$ cat src/rtl/shift_sched.sv
`timescale 1ns/1ps
`default_nettype none
// ============================================================================
// Module   : shift_sched
// Purpose  : Round-robin sequencer in front of the shared combinational
//            shifter. Takes shift requests from two issue ports, drives the
//            shifter operands, returns registered, tagged results. ROL/ROR
//            are built from two shifter passes whose results are OR-combined.
// Ports    : clk, rst                 - clock, synchronous active-high reset
//            in{0,1}_valid/ready      - per-port request handshake
//            in{0,1}_opecode/data/amt - per-port request payload
//            sh_opecode/data/amt      - operands to the shifter
//            sh_result                - shifter result (same cycle)
//            out_valid/ready          - result handshake
//            out_data/tag/err         - result, originating port, bad-op flag
// Revision : 1.0 - initial release
// ============================================================================
module shift_sched #(
  parameter int LEN_REG     = 32,
  parameter int LEN_OPECODE = 6,
  parameter logic [LEN_OPECODE-1:0] OPECODE_SHL = 'h10,
  parameter logic [LEN_OPECODE-1:0] OPECODE_SHR = 'h11,
  parameter logic [LEN_OPECODE-1:0] OPECODE_ASH = 'h12,
  parameter logic [LEN_OPECODE-1:0] OPECODE_ROL = 'h13,
  parameter logic [LEN_OPECODE-1:0] OPECODE_ROR = 'h14
) (
  input  logic                   clk,
  input  logic                   rst,
  input  logic                   in0_valid,
  output logic                   in0_ready,
  input  logic [LEN_OPECODE-1:0] in0_opecode,
  input  logic [LEN_REG-1:0]     in0_data,
  input  logic [4:0]             in0_amt,
  input  logic                   in1_valid,
  output logic                   in1_ready,
  input  logic [LEN_OPECODE-1:0] in1_opecode,
  input  logic [LEN_REG-1:0]     in1_data,
  input  logic [4:0]             in1_amt,
  output logic [LEN_OPECODE-1:0] sh_opecode,
  output logic [LEN_REG-1:0]     sh_data,
  output logic [4:0]             sh_amt,
  input  logic [LEN_REG-1:0]     sh_result,
  output logic                   out_valid,
  input  logic                   out_ready,
  output logic [LEN_REG-1:0]     out_data,
  output logic                   out_tag,
  output logic                   out_err
);

  typedef enum logic [1:0] {
    ST_IDLE  = 2'd0,
    ST_PASS1 = 2'd1,
    ST_PASS2 = 2'd2
  } state_t;

  state_t                 state_q, state_d;
  logic                   rr_q, rr_d;        // 0: port0 wins a tie, 1: port1
  logic [LEN_OPECODE-1:0] op_q, op_d;
  logic [LEN_REG-1:0]     data_q, data_d;
  logic [4:0]             amt_q, amt_d;
  logic                   tag_q, tag_d;
  logic [LEN_REG-1:0]     partial_q, partial_d;
  logic                   out_valid_q, out_valid_d;
  logic [LEN_REG-1:0]     out_data_q, out_data_d;
  logic                   out_tag_q, out_tag_d;
  logic                   out_err_q, out_err_d;

  logic                   w_slot_ok;
  logic                   w_grant;
  logic                   w_pick1;
  logic                   w_native;
  logic                   w_is_rol;
  logic                   w_is_ror;
  logic [LEN_OPECODE-1:0] w_sh_opecode;
  logic [LEN_REG-1:0]     w_sh_data;
  logic [4:0]             w_sh_amt;

  // Accept only with nothing in flight and the result slot free or draining.
  assign w_slot_ok = (state_q == ST_IDLE) && (!out_valid_q || out_ready);
  assign w_pick1   = in1_valid && (!in0_valid || rr_q);
  assign w_grant   = w_slot_ok && (in0_valid || in1_valid);

  assign w_native  = (op_q == OPECODE_SHL) || (op_q == OPECODE_SHR) ||
                     (op_q == OPECODE_ASH);
  assign w_is_rol  = (op_q == OPECODE_ROL);
  assign w_is_ror  = (op_q == OPECODE_ROR);

  always_comb begin
    state_d      = state_q;
    rr_d         = rr_q;
    op_d         = op_q;
    data_d       = data_q;
    amt_d        = amt_q;
    tag_d        = tag_q;
    partial_d    = partial_q;
    out_valid_d  = out_valid_q && !out_ready;
    out_data_d   = out_data_q;
    out_tag_d    = out_tag_q;
    out_err_d    = out_err_q;
    w_sh_opecode = '0;
    w_sh_data    = '0;
    w_sh_amt     = '0;

    case (state_q)
      ST_IDLE: begin
        if (w_grant) begin
          op_d    = w_pick1 ? in1_opecode : in0_opecode;
          data_d  = w_pick1 ? in1_data    : in0_data;
          amt_d   = w_pick1 ? in1_amt     : in0_amt;
          tag_d   = w_pick1;
          rr_d    = !w_pick1;              // the other port gets the next tie
          state_d = ST_PASS1;
        end
      end

      ST_PASS1: begin
        if (w_native) begin
          w_sh_opecode = op_q;
          w_sh_data    = data_q;
          w_sh_amt     = amt_q;
          out_valid_d  = 1'b1;
          out_data_d   = sh_result;
          out_tag_d    = tag_q;
          out_err_d    = 1'b0;
          state_d      = ST_IDLE;
        end else if (w_is_rol || w_is_ror) begin
          // First half of the rotate: the bits that stay in-word.
          w_sh_opecode = w_is_rol ? OPECODE_SHL : OPECODE_SHR;
          w_sh_data    = data_q;
          w_sh_amt     = amt_q;
          partial_d    = sh_result;
          state_d      = ST_PASS2;
        end else begin
          out_valid_d  = 1'b1;
          out_data_d   = '0;
          out_tag_d    = tag_q;
          out_err_d    = 1'b1;
          state_d      = ST_IDLE;
        end
      end

      ST_PASS2: begin
        // Second half: the wrapped-around bits, shifted the opposite way by
        // (32 - n) mod 32. The 5-bit wrap makes n = 0 give data | data.
        // Assumes LEN_REG = 32 so the 5-bit amount covers the full word.
        w_sh_opecode = w_is_rol ? OPECODE_SHR : OPECODE_SHL;
        w_sh_data    = data_q;
        w_sh_amt     = 5'd0 - amt_q;
        out_valid_d  = 1'b1;
        out_data_d   = partial_q | sh_result;
        out_tag_d    = tag_q;
        out_err_d    = 1'b0;
        state_d      = ST_IDLE;
      end

      default: state_d = ST_IDLE;
    endcase
  end

  always_ff @(posedge clk) begin
    if (rst) begin
      state_q     <= ST_IDLE;
      rr_q        <= 1'b0;
      op_q        <= '0;
      data_q      <= '0;
      amt_q       <= '0;
      tag_q       <= 1'b0;
      partial_q   <= '0;
      out_valid_q <= 1'b0;
      out_data_q  <= '0;
      out_tag_q   <= 1'b0;
      out_err_q   <= 1'b0;
    end else begin
      state_q     <= state_d;
      rr_q        <= rr_d;
      op_q        <= op_d;
      data_q      <= data_d;
      amt_q       <= amt_d;
      tag_q       <= tag_d;
      partial_q   <= partial_d;
      out_valid_q <= out_valid_d;
      out_data_q  <= out_data_d;
      out_tag_q   <= out_tag_d;
      out_err_q   <= out_err_d;
    end
  end

  // Handshake and shifter drive are held quiet while reset is asserted.
  assign in0_ready  = w_grant && !w_pick1 && !rst;
  assign in1_ready  = w_grant &&  w_pick1 && !rst;
  assign sh_opecode = rst ? '0 : w_sh_opecode;
  assign sh_data    = rst ? '0 : w_sh_data;
  assign sh_amt     = rst ? '0 : w_sh_amt;

  assign out_valid  = out_valid_q;
  assign out_data   = out_data_q;
  assign out_tag    = out_tag_q;
  assign out_err    = out_err_q;

endmodule
`default_nettype wire

$ cat config.mk
export PLATFORM = sky130hd
export DESIGN_NAME = shift_sched
export DESIGN_NICKNAME = d
export VERILOG_FILES = /design/src/rtl/shift_sched.sv
export SDC_FILE = /design/constraint.sdc
export NUM_CORES = 1
export LEC_CHECK = 0
export CORE_ASPECT_RATIO = 0.7
export CORE_MARGIN = 3
export CORE_UTILIZATION = 40
export CTS_CLUSTER_DIAMETER = 40
export CTS_CLUSTER_SIZE = 12
export DETAILED_ROUTE_END_ITERATION = 6
export GPL_ROUTABILITY_DRIVEN = 0
export GPL_TIMING_DRIVEN = 0
export HOLD_SLACK_MARGIN = 0.1
export PLACE_DENSITY = 0.73
export SYNTH_ARGS = -nofsm -noshare
export SYNTH_HDL_FRONTEND = slang
export SYNTH_SLANG_ARGS = --single-unit
$ cat constraint.sdc
create_clock -name clk -period 2.55 [get_ports clk]
set_clock_uncertainty 0.2 [all_clocks]
set_input_delay 0.765 -clock clk [delete_from_list [all_inputs] [get_ports clk]]
set_output_delay 0.765 -clock clk [all_outputs]
set_load 0.01 [all_outputs]
==> impl_metrics.py <==
metrics = {
    "status": {
        "status": "complete, but fails checks",
        "violations": "negative setup slack",
    },
    "clock_tree": {
        "cts_sinks": 114,
        "cts_tree": "yes",
        "worstSkewPairLatency_ns": 0.41,
        "clk_pin_slew_ns": 0.05,
        "cts_hold_buf": 0,
        "root_buffer": "clkbuf_16",
        "cts_max_level": 4,
        "cts_buffers": 17,
        "clock_path_buffers": 2,
    },
    "finish": {
        "final_nets": 1018,
        "layout.cells.non_filler": 1088,
        "diodes": 0,
        "n_fill_cell": 1056,
        "synthToLayoutAreaGrowth_pct": 63.9,
        "drive_above_1_share_pct": 26.5,
    },
    "global_route": {
        "grt_usage_pct": 24.9,
        "antenna_found_initial": 0,
        "grt_pass1_wl_microns": 30200,
        "grt_max_degree": 18,
        "gr-total-overflow": 0,
        "first_global_vias": 5809,
    },
    "sta": {
        "worst_slew_pin_slew_ns": 0.524,
        "relSlewSlack_pct": 65.0,
        "min_period_ns": 2.89,
        "hold_viol_final": 0,
        "slew_violations": 0,
        "rsz0062_at_grt": "yes",
        "worst_slack_ns": -0.337,
        "fmax_ghz": 0.346,
        "hold_slack_ns": 0.255,
        "period_share_pct": 113,
        "finalSetupViolations": 40,
    },
    "floorplan": {
        "initial_core_util_pct": 41.2,
        "die_w_microns": 146,
        "die-area_sq_um": 15100,
        "core_area_sq_um": 13300,
        "io_pins": 203,
        "row_count": 35,
        "chipHeight_microns": 104,
    },
    "worst_setup_path": {
        "r2r-start": "state_q[1]$_SDFFE_PP0P_",
        "critPathCaptureType": "output port",
        "reg2reg_depth": 14,
        "worstPathMaxFanout": 6,
        "critPathKind": "flip-flop to output port",
        "cp-start-kind": "flip-flop",
        "cp_data_arrival_time_ns": 1.92,
        "r2r_slack_ns": 0.16,
        "worstReg2RegEnd": "tag_q$_SDFFE_PP0P_",
        "crit_required_ns": 1.59,
    },
    "synth": {
        "synthTopCellsByArea": "dfxtp_1 42%, mux2i_1 8.1%, a21oi_1 6.3%",
        "ys_ff_latch": 114,
        "synth_enable_flop_cells": 0,
        "syn_area_per_cell_sq_um": 8.65,
        "ys_seq_area_share_pct": 41.7,
        "syn-cell-area_sq_um": 5470,
        "synth_cell_types": 43,
        "async_flop_share_pct": 0,
        "yosysWarningCount": 0,
        "yosysMostFrequentCell": "dfxtp_1",
        "syn_inst": 632,
        "ys.flop_type": "dfxtp_1",
        "synthTopCellsByCount": "114 x dfxtp_1, 72 x nand2_1, 69 x a21oi_1, 49 x nor2_1",
        "synth_top_area_share_pct": 41.7,
        "synth_top_area_cell": "dfxtp_1",
    },
    "route": {
        "wl_per_cell_microns": 17.7,
        "drcViolationCount": 0,
        "vias_per_cell": 5.26,
        "dr.pass1.iters": 5,
        "drt_iter0_drc": 331,
        "routed_wl_microns": 19300,
        "vias": 5718,
        "antenna_left": 0,
    },
    "power_and_ir_drop": {
        "vdd_drop_max_mv": 0.455,
        "power_density_nw_per_um2": 587,
        "power.leakage_nw": 3.58,
    },
    "placement": {
        "dp.cells": 1018,
        "io_buffers": 199,
        "hpwl_microns": 13200,
    },
    "min_path": {
        "holdPathEnd": "partial_q[12]$_SDFFE_PP0P_",
        "min_from": "partial_q[12]$_SDFFE_PP0P_",
        "hp-class": "flip-flop to flip-flop",
        "min_path_cells": 2,
    },
    "run": {
        "cap_violations": 0,
    },
}
[state kept, by name (all words and copies together) (netlist names)]
name / count
data_q: 32
out_data: 32
partial_q: 32
op_q: 6
amt_q: 5
state_q: 2
out_err: 1
out_tag: 1
out_valid: 1
rr_q: 1
tag_q: 1
[through the flow]
step / setup TNS (ns) / util (%) / instance area (sq um) / setup WS, ns / power, mW
2_1_floorplan: 0 / - / 5480 / 0.0508 / 2.48
3_3_place_gp: -84.56 / 58.1 / 7700 / -1.28 / 2.84
3_5_place_dp: -86.25 / 58.1 / 7700 / -1.26 / 2.87
4_1_cts: -10.17 / 66.2 / 8780 / -0.310 / 5.22
5_1_grt: -14.25 / 67.6 / 8960 / -0.394 / 5.46
6_report: -12.18 / 67.6 / 8960 / -0.337 / 5.26
[metal layers]
layer  track usage (%)  vias to the layer above  wire (microns)
li1                  -                     2732               -
met1              33.3                     2732            8790
met2              40.1                      226            8890
met3              5.55                       28            1240
met4              7.66                        0             350
met5                 0                        -               0
[cells by family (layout without fill, tap and decap cells)]
family                   after synthesis  count (layout)  share of synthesized area [%]
AND/OR/NAND/NOR                      210             210                           19.3
AO/OA/AOI/OAI                        196             197                           23.7
flip-flops                           114             114                           41.7
buffers and inverters                 63             331                           6.20
multiplexers                          44              44                           8.05
adder cells (fa/ha/maj)                4               4                          0.915
other                                  1               3                         0.0686
[critical path, stage by stage (launching register included)]
cell	delay (ns)
dfxtp_4	0.37
inv_4	0.05
ha_4	0.26
nor2b_4	0.18
o21a_4	0.25
buf_8	0.14
and2_4	0.13
buf_6	0.10
[power by group]
part	switching (mW)	total, mW	internal, mW
logic	0.501	1.02	0.516
registers	0.101	2.01	1.91
clock network	0.830	2.23	1.40
total	1.43	5.26	3.83
[final cells by class]
cell class / count / area [sq um] / share of cell area (%)
plain buffers: 54 / 384 / 4.29
clock buffers: 22 / 474 / 5.29
clock inverters: 9 / 82.6 / 0.921
inverters: 6 / 27.5 / 0.307
multi-input cells: 458 / 3120 / 34.8
flip-flops and latches: 114 / 2300 / 25.7
well taps: 185 / 231 / 2.58
repair buffers: 240 / 2340 / 26.1
[cell usage in the layout (no fill, tap or decap), types with 6 or more instances in the layout]
cell             count
o21ai_0             35
clkbuf_16           19
o31ai_2             13
clkdlybuf4s50_1    153
buf_4               36
dfxtp_2              6
mux2i_1             44
and2_4              29
o31ai_1             19
dfxtp_1            104
buf_2               19
nor2_1              45
clkbuf_1            23
a211oi_1            43
a21oi_1             68
nor2b_1             34
nand2_1             72
buf_6               49
[worst max-delay path by stage]
stage | to | depth (start not counted) | slack [ns] | start
6_report | sh_data[20] | 7 | -0.34 | state_q[1]$_SDFFE_PP0P_
5_1_grt | sh_data[0] | 8 | -0.39 | state_q[1]$_SDFFE_PP0P_
4_1_cts | sh_data[8] | 7 | -0.31 | state_q[0]$_SDFFE_PP0P_
3_5_place_dp | in1_ready | 5 | -1.26 | rst
3_3_place_gp | in1_ready | 5 | -1.28 | rst
2_1_floorplan | in0_ready | 5 | 0.05 | in0_valid
[repair_timing]
action                     4_1_cts  5_1_grt
resized for setup              293       50
setup endpoints to repair      112       44
setup buffers                   30        9
cloned                           4        0
pin swaps                       37       13
Power figures use the tool's default switching activity.
